`src/rtl/pll_lock_sequencer.sv`:
```
// pll_lock_sequencer: PLL acquisition controller.
// Coarse VCO band search from PFD UP/DN statistics, then fine-loop tracking
// until the lock detector reports lock, with timeout retries and loss-of-lock
// supervision. All outputs are registered.
// Build option: define PLLSEQ_AUTO_RELOCK_EN to re-enter tracking on loss of
// lock (band kept) instead of declaring failure.
module pll_lock_sequencer #(
    parameter int BAND_W    = 4,
    parameter int BAND_INIT = 8,
    parameter int SETTLE    = 64,
    parameter int WINDOW    = 256,
    parameter int MARGIN    = 8,
    parameter int LOCK_TO   = 4096,
    parameter int MAX_RETRY = 3
) (
    input  logic              clk,
    input  logic              rst,
    input  logic              start,
    input  logic              up,
    input  logic              dn,
    input  logic              locked,
    output logic [BAND_W-1:0] band,
    output logic              loop_en,
    output logic              det_clr,
    output logic              ready,
    output logic              fail,
    output logic              lost_lock,
    output logic [2:0]        state
);

    // One shared timer serves settle, measurement window and track timeout.
    localparam int TMAX  = (LOCK_TO > WINDOW) ? ((LOCK_TO > SETTLE) ? LOCK_TO : SETTLE)
                                              : ((WINDOW > SETTLE) ? WINDOW : SETTLE);
    localparam int TMR_W = $clog2(TMAX + 1);
    localparam int CNT_W = $clog2(WINDOW + 1);
    localparam int CMP_W = $clog2(WINDOW + MARGIN + 1);
    localparam int RTY_W = $clog2(MAX_RETRY + 1);

    typedef enum logic [2:0] {
        S_IDLE    = 3'd0,
        S_SETTLE  = 3'd1,
        S_MEASURE = 3'd2,
        S_TRACK   = 3'd3,
        S_LOCKED  = 3'd4,
        S_FAIL    = 3'd5
    } state_t;

    typedef enum logic [1:0] {
        DIR_NONE = 2'd0,
        DIR_UP   = 2'd1,
        DIR_DN   = 2'd2
    } dir_t;

    state_t             state_reg, state_next;
    logic [BAND_W-1:0]  band_reg, band_next;
    logic               loop_en_reg, loop_en_next;
    logic               det_clr_reg, det_clr_next;
    logic               ready_reg, ready_next;
    logic               fail_reg, fail_next;
    logic               lost_lock_reg, lost_lock_next;
    logic [TMR_W-1:0]   tmr_reg, tmr_next;
    logic [CNT_W-1:0]   up_cnt_reg, up_cnt_next;
    logic [CNT_W-1:0]   dn_cnt_reg, dn_cnt_next;
    logic [RTY_W-1:0]   retry_reg, retry_next;
    dir_t               prev_dir_reg, prev_dir_next;

    // Running totals including the current cycle's sample, so the last
    // window cycle is counted in the decision.
    logic [CMP_W-1:0]   up_sum, dn_sum;
    logic [RTY_W-1:0]   retry_inc;
    dir_t               meas_dir;
    logic               go_track;

    assign up_sum    = CMP_W'(up_cnt_reg) + CMP_W'(up);
    assign dn_sum    = CMP_W'(dn_cnt_reg) + CMP_W'(dn);
    assign retry_inc = retry_reg + RTY_W'(1);

    // State and output registers, synchronous reset.
    always_ff @(posedge clk) begin
        if (rst) begin
            state_reg     <= S_IDLE;
            band_reg      <= BAND_W'(BAND_INIT);
            loop_en_reg   <= 1'b0;
            det_clr_reg   <= 1'b0;
            ready_reg     <= 1'b0;
            fail_reg      <= 1'b0;
            lost_lock_reg <= 1'b0;
            tmr_reg       <= '0;
            up_cnt_reg    <= '0;
            dn_cnt_reg    <= '0;
            retry_reg     <= '0;
            prev_dir_reg  <= DIR_NONE;
        end else begin
            state_reg     <= state_next;
            band_reg      <= band_next;
            loop_en_reg   <= loop_en_next;
            det_clr_reg   <= det_clr_next;
            ready_reg     <= ready_next;
            fail_reg      <= fail_next;
            lost_lock_reg <= lost_lock_next;
            tmr_reg       <= tmr_next;
            up_cnt_reg    <= up_cnt_next;
            dn_cnt_reg    <= dn_cnt_next;
            retry_reg     <= retry_next;
            prev_dir_reg  <= prev_dir_next;
        end
    end

    // Next-state and next-output decisions for the acquisition sequence.
    always_comb begin
        state_next     = state_reg;
        band_next      = band_reg;
        loop_en_next   = loop_en_reg;
        det_clr_next   = 1'b0;
        ready_next     = ready_reg;
        fail_next      = fail_reg;
        lost_lock_next = 1'b0;
        tmr_next       = tmr_reg;
        up_cnt_next    = up_cnt_reg;
        dn_cnt_next    = dn_cnt_reg;
        retry_next     = retry_reg;
        prev_dir_next  = prev_dir_reg;
        meas_dir       = DIR_NONE;
        go_track       = 1'b0;

        case (state_reg)
            S_IDLE, S_FAIL: begin
                if (start) begin
                    state_next    = S_SETTLE;
                    band_next     = BAND_W'(BAND_INIT);
                    retry_next    = '0;
                    fail_next     = 1'b0;
                    ready_next    = 1'b0;
                    loop_en_next  = 1'b0;
                    prev_dir_next = DIR_NONE;
                    tmr_next      = '0;
                end
            end
            S_SETTLE: begin
                loop_en_next = 1'b0;
                up_cnt_next  = '0;
                dn_cnt_next  = '0;
                if (tmr_reg == TMR_W'(SETTLE - 1)) begin
                    state_next = S_MEASURE;
                    tmr_next   = '0;
                end else begin
                    tmr_next = tmr_reg + TMR_W'(1);
                end
            end
            S_MEASURE: begin
                up_cnt_next = up_sum[CNT_W-1:0];
                dn_cnt_next = dn_sum[CNT_W-1:0];
                if (tmr_reg == TMR_W'(WINDOW - 1)) begin
                    tmr_next = '0;
                    if (up_sum > dn_sum + CMP_W'(MARGIN)) begin
                        meas_dir = DIR_UP;
                    end else if (dn_sum > up_sum + CMP_W'(MARGIN)) begin
                        meas_dir = DIR_DN;
                    end
                    // Centred, bracketed (direction reversed) or band at its
                    // limit: stop searching and hand over to the fine loop.
                    go_track = (meas_dir == DIR_NONE)
                            || (meas_dir == DIR_UP && prev_dir_reg == DIR_DN)
                            || (meas_dir == DIR_DN && prev_dir_reg == DIR_UP)
                            || (meas_dir == DIR_UP && band_reg == '1)
                            || (meas_dir == DIR_DN && band_reg == '0);
                    if (go_track) begin
                        state_next   = S_TRACK;
                        loop_en_next = 1'b1;
                        det_clr_next = 1'b1;
                    end else begin
                        state_next    = S_SETTLE;
                        band_next     = (meas_dir == DIR_UP) ? band_reg + BAND_W'(1)
                                                             : band_reg - BAND_W'(1);
                        prev_dir_next = meas_dir;
                    end
                end else begin
                    tmr_next = tmr_reg + TMR_W'(1);
                end
            end
            S_TRACK: begin
                if (locked) begin
                    state_next   = S_LOCKED;
                    ready_next   = 1'b1;
                    loop_en_next = 1'b1;
                end else if (tmr_reg == TMR_W'(LOCK_TO - 1)) begin
                    tmr_next     = '0;
                    retry_next   = retry_inc;
                    loop_en_next = 1'b0;
                    if (retry_inc == RTY_W'(MAX_RETRY)) begin
                        state_next = S_FAIL;
                        fail_next  = 1'b1;
                    end else begin
                        state_next    = S_SETTLE;
                        band_next     = BAND_W'(BAND_INIT);
                        prev_dir_next = DIR_NONE;
                    end
                end else begin
                    tmr_next = tmr_reg + TMR_W'(1);
                end
            end
            S_LOCKED: begin
                loop_en_next = 1'b1;
                if (!locked) begin
                    lost_lock_next = 1'b1;
                    ready_next     = 1'b0;
`ifdef PLLSEQ_AUTO_RELOCK_EN
                    state_next     = S_TRACK;
                    det_clr_next   = 1'b1;
                    tmr_next       = '0;
`else
                    state_next     = S_FAIL;
                    fail_next      = 1'b1;
                    loop_en_next   = 1'b0;
`endif
                end
            end
            default: begin
                state_next = S_IDLE;
            end
        endcase
    end

    assign band      = band_reg;
    assign loop_en   = loop_en_reg;
    assign det_clr   = det_clr_reg;
    assign ready     = ready_reg;
    assign fail      = fail_reg;
    assign lost_lock = lost_lock_reg;
    assign state     = state_reg;

endmodule

```
`config.mk`:
```
export PLATFORM = sky130hd
export DESIGN_NAME = pll_lock_sequencer
export DESIGN_NICKNAME = d
export VERILOG_FILES = /design/src/rtl/pll_lock_sequencer.sv
export SDC_FILE = /design/constraint.sdc
export NUM_CORES = 1
export LEC_CHECK = 0
export ABC_AREA = 1
export CORE_MARGIN = 1
export CORE_UTILIZATION = 54
export CTS_CLUSTER_DIAMETER = 150
export CTS_CLUSTER_SIZE = 8
export DETAILED_ROUTE_END_ITERATION = 7
export PLACE_DENSITY = 0.76
export SYNTH_ARGS = -nofsm -noshare
export SYNTH_HDL_FRONTEND = slang
export SYNTH_SLANG_ARGS = --single-unit
export TNS_END_PERCENT = 1
```
`constraint.sdc`:
```
create_clock -name clk -period 3.1 [get_ports clk]
set_input_delay 0.31 -clock clk [delete_from_list [all_inputs] [get_ports clk]]
set_output_delay 0.31 -clock clk [all_outputs]
set_load 0.005 [all_outputs]
```
# Yosys cells after proc, flatten, opt, wreduce, memory -nomap -nowiden

Cells that the tools add are included.

Register bits: 47
Latch bits: 0
Memory bits (writable): 0
Memory bits (read-only): 0
Input port bits: 6
Output and inout port bits: 12
Logic and storage cells: 134
Memories kept: 0

$add $sub $neg: 8
Multipliers: 0
Div/mod/pow operators: 0
$lt $le $gt $ge: 2
Equal/unequal tests: 26
Shift operators: 0
Mux-type cells: 56
Bitwise operators: 3
Reduce and logical (&&, ||, !) cells: 27

Operator list:

| operator                                                                | number |
|---|---|
| 13-bit two-way mux                                                      | 5 |
| 13-bit case mux with 4 select lines                                     | 1 |
| 9-bit case mux with 2 select lines                                      | 2 |
| 4-bit two-way mux                                                       | 7 |
| 2-bit two-way mux                                                       | 13 |
| 2-bit != test, second input constant                                    | 11 |
| 3-bit two-way mux                                                       | 7 |
| 9-bit by 1-bit adder with 9-bit output                                  | 2 |
| 9-bit by 4-bit adder with 9-bit output, second input constant           | 2 |
| 9-bit > comparator                                                      | 2 |
| 3-bit case mux with 5 select lines                                      | 1 |
| 1-bit two-way mux                                                       | 14 |
| 13-bit by 1-bit adder with 13-bit output, second input constant         | 1 |
| 13-bit by 12-bit equality test with 1-bit output, second input constant | 1 |
| 13-bit by 6-bit equality test with 1-bit output, second input constant  | 1 |
| 13-bit by 8-bit equality test with 1-bit output, second input constant  | 1 |
| 4-bit case mux with 3 select lines                                      | 1 |
| 5-bit AND reduction                                                     | 2 |
| 4-bit AND reduction                                                     | 2 |
| 7-bit AND reduction                                                     | 1 |
| 2-bit equality test, second input constant                              | 3 |
| 3-bit by 2-bit equality test with 1-bit output, second input constant   | 2 |
| 3-bit equality test, second input constant                              | 2 |
| 1-bit case mux with 3 select lines                                      | 2 |
| other kinds (24)                                                        | 36 |

# Logic depth before layout (Yosys ltp)

Depth in word-level cells: 16
Depth in mapped cells: 28
Mapped depth without buffers: 28

# Worst setup path after synthesis

Ideal clock, no wire load.

Kind: register -> register
Start point: register dn_cnt_reg[0]
End point: register band_reg[3] (netlist: band[3])
Library setup time: 0.125 ns
Arrival time: 3.265 ns
Data required time: 2.975 ns
Slack: -0.290 ns
Stages on the path, launching flop included: 23
Path buffers: 0
Period minus slack after synthesis: 3.390 ns
Cells stage by stage: dfxtp_1 ha_1 ha_1 nand3_1 nor3b_1 nand2_1 xnor2_1 xor2_1 ha_1 nand2_1 nor2_1 o21ai_2 a21o_1 nand2_1 nand2_2 ha_1 a21oi_1 nand2_1 xor2_1 a21oi_1 o21ai_0 nand3_1 nand3_1

Longest elaborated chain between the ends: 14
Elaborated cells between the ends (all ways): 25
Those cells by class: add/sub (2); order compare (2); eq/ne (3); mux (8); reduce/logical (10)

Ends and longest elaborated chain:

| item                                                                         | line          | RTL |
|---|---|---|
| from (decl)                                                                  | 63            | `logic [CNT_W-1:0] dn_cnt_reg, dn_cnt_next;` |
| from (signal assigned)                                                       | 103           | `dn_cnt_reg <= dn_cnt_next;` |
| 9-bit by 1-bit adder with 9-bit output *                                     | 75            | `assign dn_sum = CMP_W'(dn_cnt_reg) + CMP_W'(dn);` |
| 9-bit by 4-bit adder with 9-bit output or 9-bit > comparator (tied branches) | 155, 157      |  |
| 9-bit > comparator or 2-bit two-way mux (tied branches)                      | 155, 157      |  |
| 2-bit two-way mux *                                                          | 155           | `if (up_sum > dn_sum + CMP_W'(MARGIN)) begin` |
| 2-bit two-way mux *                                                          | 153           | `if (tmr_reg == TMR_W'(WINDOW - 1)) begin` |
| 2-bit two-way mux *                                                          | 126           | `case (state_reg)` |
| 2-bit by 1-bit equality test with 1-bit output                               | 163, 165, 173 |  |
| 1-bit logical AND                                                            | 163           | `\|\| (meas_dir == DIR_UP && prev_dir_reg == DIR_DN)` |
| 1-bit logical OR                                                             | 163           |  |
| 1-bit logical OR                                                             | 164           | `\|\| (meas_dir == DIR_DN && prev_dir_reg == DIR_UP)` |
| 1-bit logical OR                                                             | 165           | `\|\| (meas_dir == DIR_UP && band_reg == '1)` |
| 1-bit logical OR                                                             | 166           | `\|\| (meas_dir == DIR_DN && band_reg == '0);` |
| 2-bit != test (no line)                                                      | n/a           |  |
| 7-bit AND reduction (no line)                                                | n/a           |  |
| to (signal assigned)                                                         | 82            | `band_reg <= BAND_W'(BAND_INIT);` |
| to (signal assigned)                                                         | 95            | `band_reg <= band_next;` |
| to (decl)                                                                    | 55            | `logic [BAND_W-1:0] band_reg, band_next;` |

Every way passes the cells marked *; elsewhere a longest branch is shown, timed or not. The select of a mux whose other input is x is not followed.
A chain may end at the register's enable or synchronous reset.

# Worst setup path in the final report

Start point: register dn_cnt_reg[0]
End point: register state_reg[1] (netlist: state[1])

Longest elaborated chain between the ends: 15
Elaborated cells between the ends (all ways): 22
Those cells by class: add/sub (2); order compare (2); eq/ne (2); mux (7); reduce/logical (9)

Ends and longest elaborated chain:

| item                                                                         | line     | RTL |
|---|---|---|
| 9-bit by 1-bit adder with 9-bit output *                                     | 75       |  |
| 9-bit by 4-bit adder with 9-bit output or 9-bit > comparator (tied branches) | 155, 157 |  |
| 9-bit > comparator or 2-bit two-way mux (tied branches)                      | 155, 157 |  |
| 2-bit two-way mux *                                                          | 155      |  |
| 2-bit two-way mux *                                                          | 153      |  |
| 2-bit two-way mux *                                                          | 126      |  |
| 2-bit by 1-bit equality test with 1-bit output                               | 163, 165 |  |
| 1-bit logical AND                                                            | 163      |  |
| 1-bit logical OR                                                             | 163      |  |
| 1-bit logical OR                                                             | 164      |  |
| 1-bit logical OR                                                             | 165      |  |
| 1-bit logical OR *                                                           | 166      |  |
| 2-bit two-way mux *                                                          | 167      | `if (go_track) begin` |
| 3-bit two-way mux *                                                          | 153      |  |
| 3-bit case mux with 5 select lines *                                         | 126      |  |
| to (signal assigned)                                                         | 94       | `state_reg <= state_next;` |
| to (decl)                                                                    | 54       | `state_t state_reg, state_next;` |

Marked as above.

==> flow_summary_export.csv <==
group,metric,value,unit
run_status,outcome,"finished, violations left",
run_status,violations,"negative setup slack",
routing,vias,3394,
sta,tightest_slew,0.573,ns
cts,cts_root_buf,"clkbuf_8",
setup_path,cp-startpoint,"dn_cnt_reg[0]$_SDFFE_PP0N_",
routing,ant_nets,0,
sta,setup_viol,9,
global_routing,antenna_found_initial,0,
cells_and_area,drive_gt1_share,27.0,%
cells_and_area,mostFrequentLayoutCells,"112 x nand2_1, 58 x buf_4, 57 x inv_1",
setup_path,setup.worst_path.class,"reg2reg",
synthesis,ys_seq_area_share,28.9,%
global_routing,grt.met3_usage,4.91,%
routing,drt_iter0_markers,195,
placement,placed_cells,614,
power_and_ir_drop,power_per_cell_area,535,nW/um^2
placement,port_buffers,17,
cells_and_area,antennaDiodeCount,0,
cts,cts_tree,"built",
sta,fmax,0.296,GHz
synthesis,synth_cells,487,
cts,hold_buffers,0,
global_routing,grt_pass1_vias,3207,
cts,clk_latency,0.31,ns
cts,cts_buffer_depth,2,
die,start_util,57.7,%
global_routing,grt_overflow,0,
die,fp.dieH,79.6,um
die,row_count,27,
cells_and_area,final_common_cell,"nand2_1",
synthesis,syn_nets,520,
sta,relSlewSlack,61.6,%
sta,min_period_over_period,109,%
global_routing,grtUsageTotal,28.5,%
sta,skew,0.0118,ns
placement,gp_routability_congestion,0.888,
routing,drcViolationCount,0,
setup_path,reg2reg_depth,26,
cells_and_area,post-route-util,76.6,%
sta,rsz0062_at_grt,"true",
setup_path,required,3.34,ns
die,die_area,6340,um^2
global_routing,grt_pass1_wl,14200,um
die,coreArea,5640,um^2
hold_path,hold_class,"reg2reg",
sta,timing.hold.ws,0.471,ns
sta,slew_violations,0,
global_routing,grtUsageMet2,49.3,%
synthesis,synth_area,3250,um^2
setup_path,r2r_end,"state[1]$_SDFFE_PP0P_",
synthesis,synth_edf_count,0,
routing,dr.pass1.iters,4,
synthesis,syn_avg_cell_area,6.68,um^2
routing,drt_wl_total,8610,um
placement,hpwl,5720,um
cts,cts-buffers-inserted,5,
sta,min_period,3.38,ns
global_routing,grt_max_degree,37,
setup_path,critPathLaunchType,"flop",
setup_path,path_max_fanout,5,
flow_run,drv_cap,0,
synthesis,ys_types,40,
cells_and_area,largest_reg_flops,13,
setup_path,ff2ff_setup_slack,-0.28,ns
placement,place_ws,-0.803,ns
setup_path,cp-endpoint,"state[1]$_SDFFE_PP0P_",
synthesis,synth_warnings,0,
cells_and_area,filler_cell_count,424,
cells_and_area,area_delta_synth_final,32.9,%
global_routing,grt_busiest_layer,"met2",
sta,finalHoldViolations,0,
power_and_ir_drop,p_leak,1.85,nW
cts,cts_sinks,47,
routing,vias_per_cell,5.34,
routing,avgRoutedWirePerCell,13.6,um
global_routing,grtUsageMet1,35.6,%
cts,h-tree-depth,2,
power_and_ir_drop,irDropWorstVdd,542,uV
setup_path,endpoint_kind,"flop",
sta,worst_slack,-0.277,ns
synthesis,async_reset_ff_share,0,%
synthesis,synth-seq-cells,47,
die,ios,18,
setup_path,cp.arrival,3.61,ns
setup_path,r2r_start,"dn_cnt_reg[0]$_SDFFE_PP0N_",
cells_and_area,fin_cells,635,
cts,path_clk_slew,0.10,ns
cells_and_area,final_nets,595,
synthesis,yosys_most_used_dff,"dfxtp_1",
die,dieWidth,79.6,um
metrics by stage:
stage	power [mW]	cell area (um^2)	TNS [ns]
floorplan	1.40	3320	-0.0759
global placement	1.68	3890	-5.37
detailed placement	1.70	3890	-6.61
CTS	2.31	4230	-1.58
global route	2.48	4320	-4.30
finish	2.31	4320	-2.12
where the power goes:
group          switching [mW]  internal, mW
registers              0.0655         0.657
clock network           0.232         0.328
logic                   0.667         0.365
what timing repair did:
action | CTS | global route
setup buffers | 9 | 3
resized for setup | 30 | 18
cloned | 1 | 0
pin swaps | 21 | 20
hold endpoints to repair | 0 | 0
setup endpoints to repair | 9 | 9
worst min-delay path by stage:
stage / startpoint / to / slack (ns) / cells past startpoint
global route: ready$_SDFFE_PP0P_ / ready$_SDFFE_PP0P_ / 0.49 / 2
finish: ready$_SDFFE_PP0P_ / ready$_SDFFE_PP0P_ / 0.47 / 2
detailed placement: ready$_SDFFE_PP0P_ / ready$_SDFFE_PP0P_ / 0.45 / 2
floorplan: locked / lost_lock$_SDFF_PP0_ / 0.39 / 1
global placement: fail$_SDFFE_PP0P_ / fail$_SDFFE_PP0P_ / 0.45 / 2
CTS: ready$_SDFFE_PP0P_ / ready$_SDFFE_PP0P_ / 0.47 / 2
cell families after synthesis:
group | count (synthesis) | synth area share (%)
buf+inv | 84 | 9.73
flops | 47 | 28.9
xor+xnor | 17 | 4.81
fa+ha+maj | 27 | 10.6
simple gates | 240 | 33.3
compound gates | 72 | 12.7
cell usage after synthesis, types with 2 or more instances:
cell | n | area share, %
inv_1 | 60 | 6.9
inv_2 | 15 | 1.7
nand3_1 | 38 | 5.8
or2_2 | 2 | 0.38
nor3_1 | 9 | 1.4
o21ai_0 | 10 | 1.5
a211oi_1 | 2 | 0.46
ha_1 | 26 | 10
nor2_2 | 6 | 1.2
xor2_1 | 12 | 3.2
dfxtp_1 | 47 | 29
xnor2_1 | 4 | 1.1
a21oi_1 | 44 | 6.8
nand2_2 | 5 | 0.96
nor4_1 | 3 | 0.58
nand2_1 | 121 | 14
clkbuf_1 | 7 | 0.81
o211ai_1 | 3 | 0.69
nor2_1 | 39 | 4.5
nor2_4 | 4 | 1.4
a221oi_1 | 3 | 0.81
nand4_1 | 9 | 1.7
routing by layer:
layer	vias up	share of wire, %
li1	1725	-
met1	1581	46
met2	69	48
met3	19	4.1
met4	0	1.7
met5	-	0
worst max-delay path, stage by stage, from the launching register on:
cell and delay (ns):
dfxtp_4 0.38, ha_4 0.16, ha_4 0.17, nand3_4 0.11, nand2_2 0.07, nand2_2 0.10
nand2_2 0.07, nor2_4 0.12, nand3_2 0.08, xor2_1 0.17, ha_1 0.32, nand2_1 0.10
nor2_1 0.08, a211oi_2 0.22, nand2_2 0.10, nand2_4 0.12, buf_4 0.13, nand2_1 0.06
inv_2 0.07, nand3_1 0.07, nand2_1 0.08, inv_2 0.05, nand2_2 0.10, nand2_4 0.10
nand2_2 0.10, nand2_1 0.05, a21oi_1 0.14
cell type report:
cell class | instances | area (um^2) | share of cell area [%]
multi-input combinational | 357 | 2250 | 52.1
tap | 72 | 90.1 | 2.08
inverter | 76 | 285 | 6.60
sequential | 47 | 947 | 21.9
timing repair buffer | 75 | 607 | 14.0
clock buffer | 5 | 68.8 | 1.59
clock inverter | 3 | 71.3 | 1.65
(Power assumes the default switching activity.)
